$ cat src/rtl/clock_divider_multi.sv
// clock_divider_multi: per-channel programmable clock-enable generator with glitch-free divisor updates
module clock_divider_multi #(
  parameter int NUM_CH = 4,
  parameter int DIV_W = 8,
  parameter int DEFAULT_DIV = 2,
  localparam int CH_W = NUM_CH > 1 ? $clog2(NUM_CH) : 1
) (
  input  logic              clk,
  input  logic              rst,
  input  logic [NUM_CH-1:0] en,
  input  logic              sync,
  input  logic              cfg_valid,
  output logic              cfg_ready,
  input  logic [CH_W-1:0]   cfg_ch,
  input  logic [DIV_W-1:0]  cfg_div,
  output logic              cfg_err,
  output logic [NUM_CH-1:0] pend,
  output logic [NUM_CH-1:0] clk_out,
  output logic [NUM_CH-1:0] tick
);
  logic ch_ok, xfer, good, cfg_err_q;
  // Unmapped channel codes stay ready so the request is accepted and then flagged.
  always_comb begin
    cfg_ready = 1'b1;
    ch_ok = 1'b0;
    for (int i = 0; i < NUM_CH; i++)
      if (cfg_ch == CH_W'(i)) begin
        cfg_ready = !pend[i];
        ch_ok = 1'b1;
      end
  end
  assign xfer = cfg_valid && cfg_ready;
  assign good = ch_ok && cfg_div >= DIV_W'(2);
  assign cfg_err = cfg_err_q;
  always_ff @(posedge clk) cfg_err_q <= rst ? 1'b0 : xfer && !good;
  for (genvar c = 0; c < NUM_CH; c++) begin : g_ch
    logic [DIV_W-1:0] cnt_q, cnt_d, cur_q, cur_d, nxt_q, nxt_d, half;
    logic pend_q, pend_d, run_q, clk_q, tick_q, wrap, apply, ld;
    // A new divisor only lands where a period starts, so no pulse is ever cut short.
    always_comb begin
      wrap = run_q && cnt_q == cur_q - 1'b1;
      apply = pend_q && (!en[c] || sync || wrap);
      cur_d = apply ? nxt_q : cur_q;
      half = (cur_d >> 1) + {{(DIV_W-1){1'b0}}, cur_d[0]};
      cnt_d = (!en[c] || sync || !run_q || wrap) ? '0 : cnt_q + 1'b1;
      ld = xfer && good && cfg_ch == CH_W'(c);
      pend_d = ld || (pend_q && !apply);
      nxt_d = ld ? cfg_div : nxt_q;
    end
    always_ff @(posedge clk) begin
      if (rst) begin
        cnt_q <= '0;
        cur_q <= DIV_W'(DEFAULT_DIV);
        nxt_q <= DIV_W'(DEFAULT_DIV);
        pend_q <= 1'b0;
        run_q <= 1'b0;
        clk_q <= 1'b0;
        tick_q <= 1'b0;
      end else begin
        cnt_q <= cnt_d;
        cur_q <= cur_d;
        nxt_q <= nxt_d;
        pend_q <= pend_d;
        run_q <= en[c];
        clk_q <= en[c] && cnt_d < half;
        tick_q <= en[c] && cnt_d == '0;
      end
    end
    assign pend[c] = pend_q;
    assign clk_out[c] = clk_q;
    assign tick[c] = tick_q;
  end
endmodule

$ cat config.mk
export PLATFORM = sky130hd
export DESIGN_NAME = clock_divider_multi
export DESIGN_NICKNAME = d
export VERILOG_FILES = /design/src/rtl/clock_divider_multi.sv
export SDC_FILE = /design/constraint.sdc
export NUM_CORES = 1
export LEC_CHECK = 0
export CAP_MARGIN = 20
export CORE_ASPECT_RATIO = 1.4
export CORE_MARGIN = 8
export CORE_UTILIZATION = 62
export DETAILED_ROUTE_END_ITERATION = 7
export PLACE_DENSITY_LB_ADDON = 0.2
export RECOVER_POWER = 100
export SYNTH_ARGS = -nofsm -noshare
export SYNTH_HDL_FRONTEND = slang
export SYNTH_SLANG_ARGS = --single-unit
$ cat constraint.sdc
create_clock -name clk -period 4.9 [get_ports clk]
set_input_delay 0.735 -clock clk [delete_from_list [all_inputs] [get_ports clk]]
set_output_delay 0.735 -clock clk [all_outputs]
set_load 0.1 [all_outputs]
* Word-level counts from Yosys, hierarchy flattened
Cells that the tools add are included.
** Word-level totals
- Bits in registers :: 113
- Logic and storage cells :: 139
** Cells by class
- Add/sub/neg operators :: 12
- Equality and inequality tests :: 7
- Magnitude comparators :: 5
- Muxes and demuxes :: 16
- Reduce and logical (&&, ||, !) cells :: 70
** Operators by type and width (number)
- $mux W8 :: 8
- $add A7 B1 Y8 :: 4
- $add A8 B1 Y8 const B :: 4
- $eq A8 B8 Y1 :: 4
- $logic_not A8 Y1 :: 4
- $lt A8 B8 Y1 :: 4
- $sub A8 B1 Y8 const B :: 4
- $logic_and A1 B1 Y1 :: 28
- $logic_or A1 B1 Y1 :: 20
- $logic_not A1 Y1 :: 17
- $ge A8 B2 Y1 const B :: 1
- $mux W1 :: 8
- $eq A2 B2 Y1 const B :: 2
- $eq A2 B1 Y1 const B :: 1
- $logic_not A2 Y1 :: 1

* Depth between registers and ports, before layout
- Depth in word-level cells :: 9
- Mapped depth :: 22
- Depth with buffers taken out :: 21

* Worst setup path before layout
No wires, ideal clock.
- Path type :: reg2reg
- From :: reg g_ch[1].cur_q[3]
- To :: reg g_ch[1].clk_q
- Slack :: 0.634 ns
- Buffers on the path :: 2
- Cell stages (with the launch flop) :: 21
- Library setup time :: 0.059 ns
- Data required time :: 4.841 ns
- Arrival time :: 4.207 ns
- Cells stage by stage :: dfxtp_1 buf_4 or4_4 or4_4 a2111oi_4 o2111ai_1 clkbuf_1 nand3_1 nand2_1 ha_1 ha_1 and3_1 nand3_1 xnor2_1 mux2i_1 ha_1 nor2b_1 o21ai_0 and3_1 o311ai_1 nand2_1
** Between the ends
- Word-level cells in the longest chain between the ends :: 9
- Elaborated cells between the ends (all ways) :: 11
- Classes of those cells :: 2 x add/sub; 1 x order compare; 1 x eq/ne; 2 x mux; 5 x reduce/logical
** Ends and longest elaborated chain
- start: declaration :: RTL line 37 : logic [DIV_W-1:0] cnt_q, cnt_d, cur_q, cur_d, nxt_q, nxt_d, half;
- start signal: assignment :: RTL line 53 : cur_q <= DIV_W'(DEFAULT_DIV);
- start signal: assignment :: RTL line 61 : cur_q <= cur_d;
- $sub A8 B1 Y8 :: RTL line 41 : wrap = run_q && cnt_q == cur_q - 1'b1;
- $eq A8 B8 Y1 :: RTL line 41
- $logic_and A1 B1 Y1 :: RTL line 41
- $logic_or A1 B1 Y1 :: RTL line 42 : apply = pend_q && (!en[c] || sync || wrap);
- $logic_and A1 B1 Y1 :: RTL line 42
- $mux W8 :: RTL line 43 : cur_d = apply ? nxt_q : cur_q;
- net g_ch[1].cur_d[0] :: RTL line 37
- $add A7 B1 Y8 :: RTL line 44 : half = (cur_d >> 1) + {{(DIV_W-1){1'b0}}, cur_d[0]};
- $lt A8 B8 Y1 :: RTL line 65 : clk_q <= en[c] && cnt_d < half;
- $logic_and A1 B1 Y1 :: RTL line 65
- end signal: assignment :: RTL line 65
- end: declaration :: RTL line 38 : logic pend_q, pend_d, run_q, clk_q, tick_q, wrap, apply, ld;
The timed path passes the listed nets, and every way through them passes these cells.
A chain may end at the register's enable or synchronous reset.

* Worst setup path after layout
- From :: reg g_ch[0].cur_q[2]
- To :: reg g_ch[0].clk_q
** Between the ends
- Word-level cells in the longest chain between the ends :: 9
- Elaborated cells between the ends (all ways) :: 11
- Classes of those cells :: 2 x add/sub; 1 x order compare; 1 x eq/ne; 2 x mux; 5 x reduce/logical
** Ends and longest elaborated chain (RTL line)
- start: declaration :: 37
- start signal: assignment :: 53
- start signal: assignment :: 61
- $sub A8 B1 Y8 :: 41
- $eq A8 B8 Y1 :: 41
- $logic_and A1 B1 Y1 :: 41
- $logic_or A1 B1 Y1 :: 42
- $logic_and A1 B1 Y1 :: 42
- $mux W8 :: 43
- net g_ch[0].cur_d[1] :: 37
- $add A7 B1 Y8 :: 44
- $lt A8 B8 Y1 :: 65
- $logic_and A1 B1 Y1 :: 65
- end signal: assignment :: 65
- end: declaration :: 38
The timed path passes the listed nets, and every way through them passes these cells.

==> flow_summary.yaml <==
status:
  status: "complete, but fails checks"
  violations: "max-capacitance violations, max-slew violations"
routing:
  drc_errors: 0
  drtAntennaViolNets: 0
  drt_iter0_markers: 404
  dr.pass1.iters: 5
  via_per_inst: 6.13
  wl_per_cell_um: 17.2
  vias: 6461
  totalWireLength_um: 18100
worst_setup_path:
  critPathMostFrequentCell: "ha_1"
  reg2reg_from: "g_ch[0].cur_q[2]"
  startpoint: "g_ch[0].cur_q[2]"
  worstPathCellList: "or4_1, o221a_2, nor3_1, o41ai_1, buf_4, a21oi_1, a31o_2, ha_1, ha_1, nand2_1, nor2_1, xnor2_1, o21ai_1, o21ai_1, ha_1, nor2b_1, o21ai_0, o2111ai_1, a21oi_1"
  cpPeakStageDelay_ns: 0.60
  start_kind: "flop"
  cp_max_fo: 12
  cp.required_ns: 5.22
  path_class: "reg2reg"
  cpLargestDelayFamily: "compound AO/OA/AOI/OAI gates"
  crit_path_end: "g_ch[0].clk_q"
  r2r_cells: 19
  end_kind: "flop"
  path_depth: 19
  r2r_slack_ns: 0.30
  critPathSlowestCell: "or4_1"
  regToRegEndpoint: "g_ch[0].clk_q"
  cp_num_buf_inv: 1
  arrival_ns: 4.92
flow_run:
  cap_viol_max_count: 1
clocking:
  path_clk_slew_ns: 0.06
  cts_tree: "built"
  root_buffer: "clkbuf_16"
  clock-sinks: 113
  cts_buffers: 17
  cts_buffer_depth: 2
  ctsHoldBuffers: 0
  clk_latency_ns: 0.41
  htreeDepth: 4
yosys:
  synth_cell_types: 70
  yosysTopAreaCell: "dfxtp_1"
  ys_ff_latch: 113
  synth_most_common_cell: "dfxtp_1"
  ys_top_cells_by_area: "dfxtp_1, ha_1, xnor2_1, mux2i_1, nor2_1"
  synthArstFlopShare_pct: 0
  yosys.area.top_type_share_pct: 30.6
  synth_fp_nets: 962
  synthCells: 900
  ys_warn_count: 0
  syn_avg_cell_area_um2: 8.23
  yosys_most_used_dff: "dfxtp_1"
  synth-edff-count: 0
  synthTopCellsByCount: "dfxtp_1, nor2_1, nand3_1"
  ys_seq_area_share_pct: 30.6
  synth_area_mm2: 0.00740
global_route:
  grt_pass1_wl_um: 30200
  grt_util_all_layers_pct: 23.3
  grt_max_degree: 86
  gr-total-overflow: 0
  antenna_found_initial: 0
  grt_pass1_vias: 6490
timing:
  finalCriticalPeriod_ns: 4.60
  hold_viol: 0
  worstMarginPinSlew_ns: 3.75
  fin_skew_ns: 0.00762
  fin_tns_setup_ns: 0
  fin_ws_ns: 0.300
  fmax_mhz: 217
  finalMaxSlewViolations: 86
  max_slew_margin_pct: -150
  fin_crit_sh_pct: 93.9
  rsz0062_at_grt: "false"
  finalSetupViolCount: 0
  worst_hold_slack_ns: 0.488
final_layout:
  final.fill_count: 944
  final_cells: 1054
  stdcell_area_mm2: 0.00825
  antenna_cells: 0
  final_nets: 956
  area_growth_syn_to_layout_pct: 11.4
  final_util_pct: 70.1
  drive_gt1_share_pct: 6.39
hold_path:
  hold_path_class: "reg2reg"
  holdPathStages: 2
pwr:
  total_power_mw: 2.39
  p_leak_nw: 3.25
  p_per_area_mw_per_mm2: 290
  max-vdd-ir-drop_mv: 0.255
floorplanning:
  die_h_um: 145
  ios: 32
  die_x_um: 108
  initial_core_util_pct: 63.0
  rows: 47
  coreArea_mm2: 0.0118
  die_area_mm2: 0.0157
placed_design:
  placed_cells: 1021
  place_ws_ns: 0.269
  placed_area_mm2: 0.00765
  dpl.hpwl_um: 13100
  port-buffer-count: 31
  gp_congestion: 0.906
power by group:
part	internal (mW)	switching [mW]
registers	0.938	0.0215
clock network	0.790	0.450
logic	0.0649	0.127
area by class of cell:
class	instances	area (um^2)	area share, %
Multi-Input combinational cell	684	4690	56.9
Sequential cell	113	2260	27.4
Inverter	34	128	1.55
Timing Repair Buffer	44	382	4.63
Clock inverter	11	130	1.58
Tap cell	147	184	2.23
Clock buffer	21	470	5.71
sequential cells by signal (all words and copies together) (netlist names):
| name | count |
|---|---|
| g_ch.pend_q | 4 |
| cfg_err | 1 |
| g_ch.clk_q | 4 |
| g_ch.run_q | 4 |
| g_ch.cur_q | 32 |
| g_ch.tick_q | 4 |
| g_ch.nxt_q | 32 |
| g_ch.cnt_q | 32 |
layer usage:
layer	global-route usage, %	vias up	part of all wire (%)
li1	-	3156	-
met1	26.4	3089	41
met2	40.4	167	52
met3	4.61	49	4.5
met4	10.9	0	3.0
met5	0	-	0
how the worst min path moves through the flow:
stage                             endpoint              from
after detailed placement  g_ch[3].nxt_q[1]  g_ch[3].nxt_q[1]
after global placement    g_ch[3].nxt_q[1]  g_ch[3].nxt_q[1]
final                     g_ch[3].nxt_q[1]  g_ch[3].nxt_q[1]
after floorplan           g_ch[2].nxt_q[1]  g_ch[2].nxt_q[1]
after CTS                 g_ch[3].nxt_q[1]  g_ch[3].nxt_q[1]
after global routing      g_ch[3].nxt_q[1]  g_ch[3].nxt_q[1]
worst reg2reg max path, stage by stage, from the launching register on:
cell	delay, ns
dfxtp_1	0.38
or4_1	0.60
o221a_2	0.31
nor3_1	0.50
o41ai_1	0.13
buf_4	0.20
a21oi_1	0.22
a31o_2	0.15
ha_1	0.27
ha_1	0.35
nand2_1	0.10
nor2_1	0.13
xnor2_1	0.14
o21ai_1	0.08
o21ai_1	0.09
ha_1	0.26
nor2b_1	0.13
o21ai_0	0.15
o2111ai_1	0.13
a21oi_1	0.21
cells by family after synthesis:
family | Yosys count | share of synthesized area (%)
compound gates | 146 | 13.7
mux | 49 | 6.98
flops | 113 | 30.6
buf+inv | 103 | 6.15
simple gates | 346 | 23.5
fa+ha+maj | 44 | 7.43
xor+xnor | 99 | 11.7
timing repair:
action / 4_1_cts / 5_1_grt
resized for setup: 0 / 2
setup endpoints to repair: 0 / 1
buffers inserted: 0 / 0
cells in the final DEF, fill, tap and decap left out, types with 16 or more instances in the layout:
master / synthesis / layout
nand2_1: 41 / 41
xnor2_1: 60 / 60
dfxtp_1: 113 / 113
nor3_1: 44 / 44
and3_1: 21 / 21
mux2i_1: 43 / 43
nor2b_1: 16 / 16
inv_1: 34 / 34
nand3_1: 68 / 68
o21ai_0: 27 / 28
a21oi_1: 38 / 38
nand2b_1: 17 / 17
clkbuf_16: 0 / 17
xor2_1: 39 / 39
ha_1: 44 / 42
nor2_1: 95 / 96
Power figures use the tool's default switching activity.
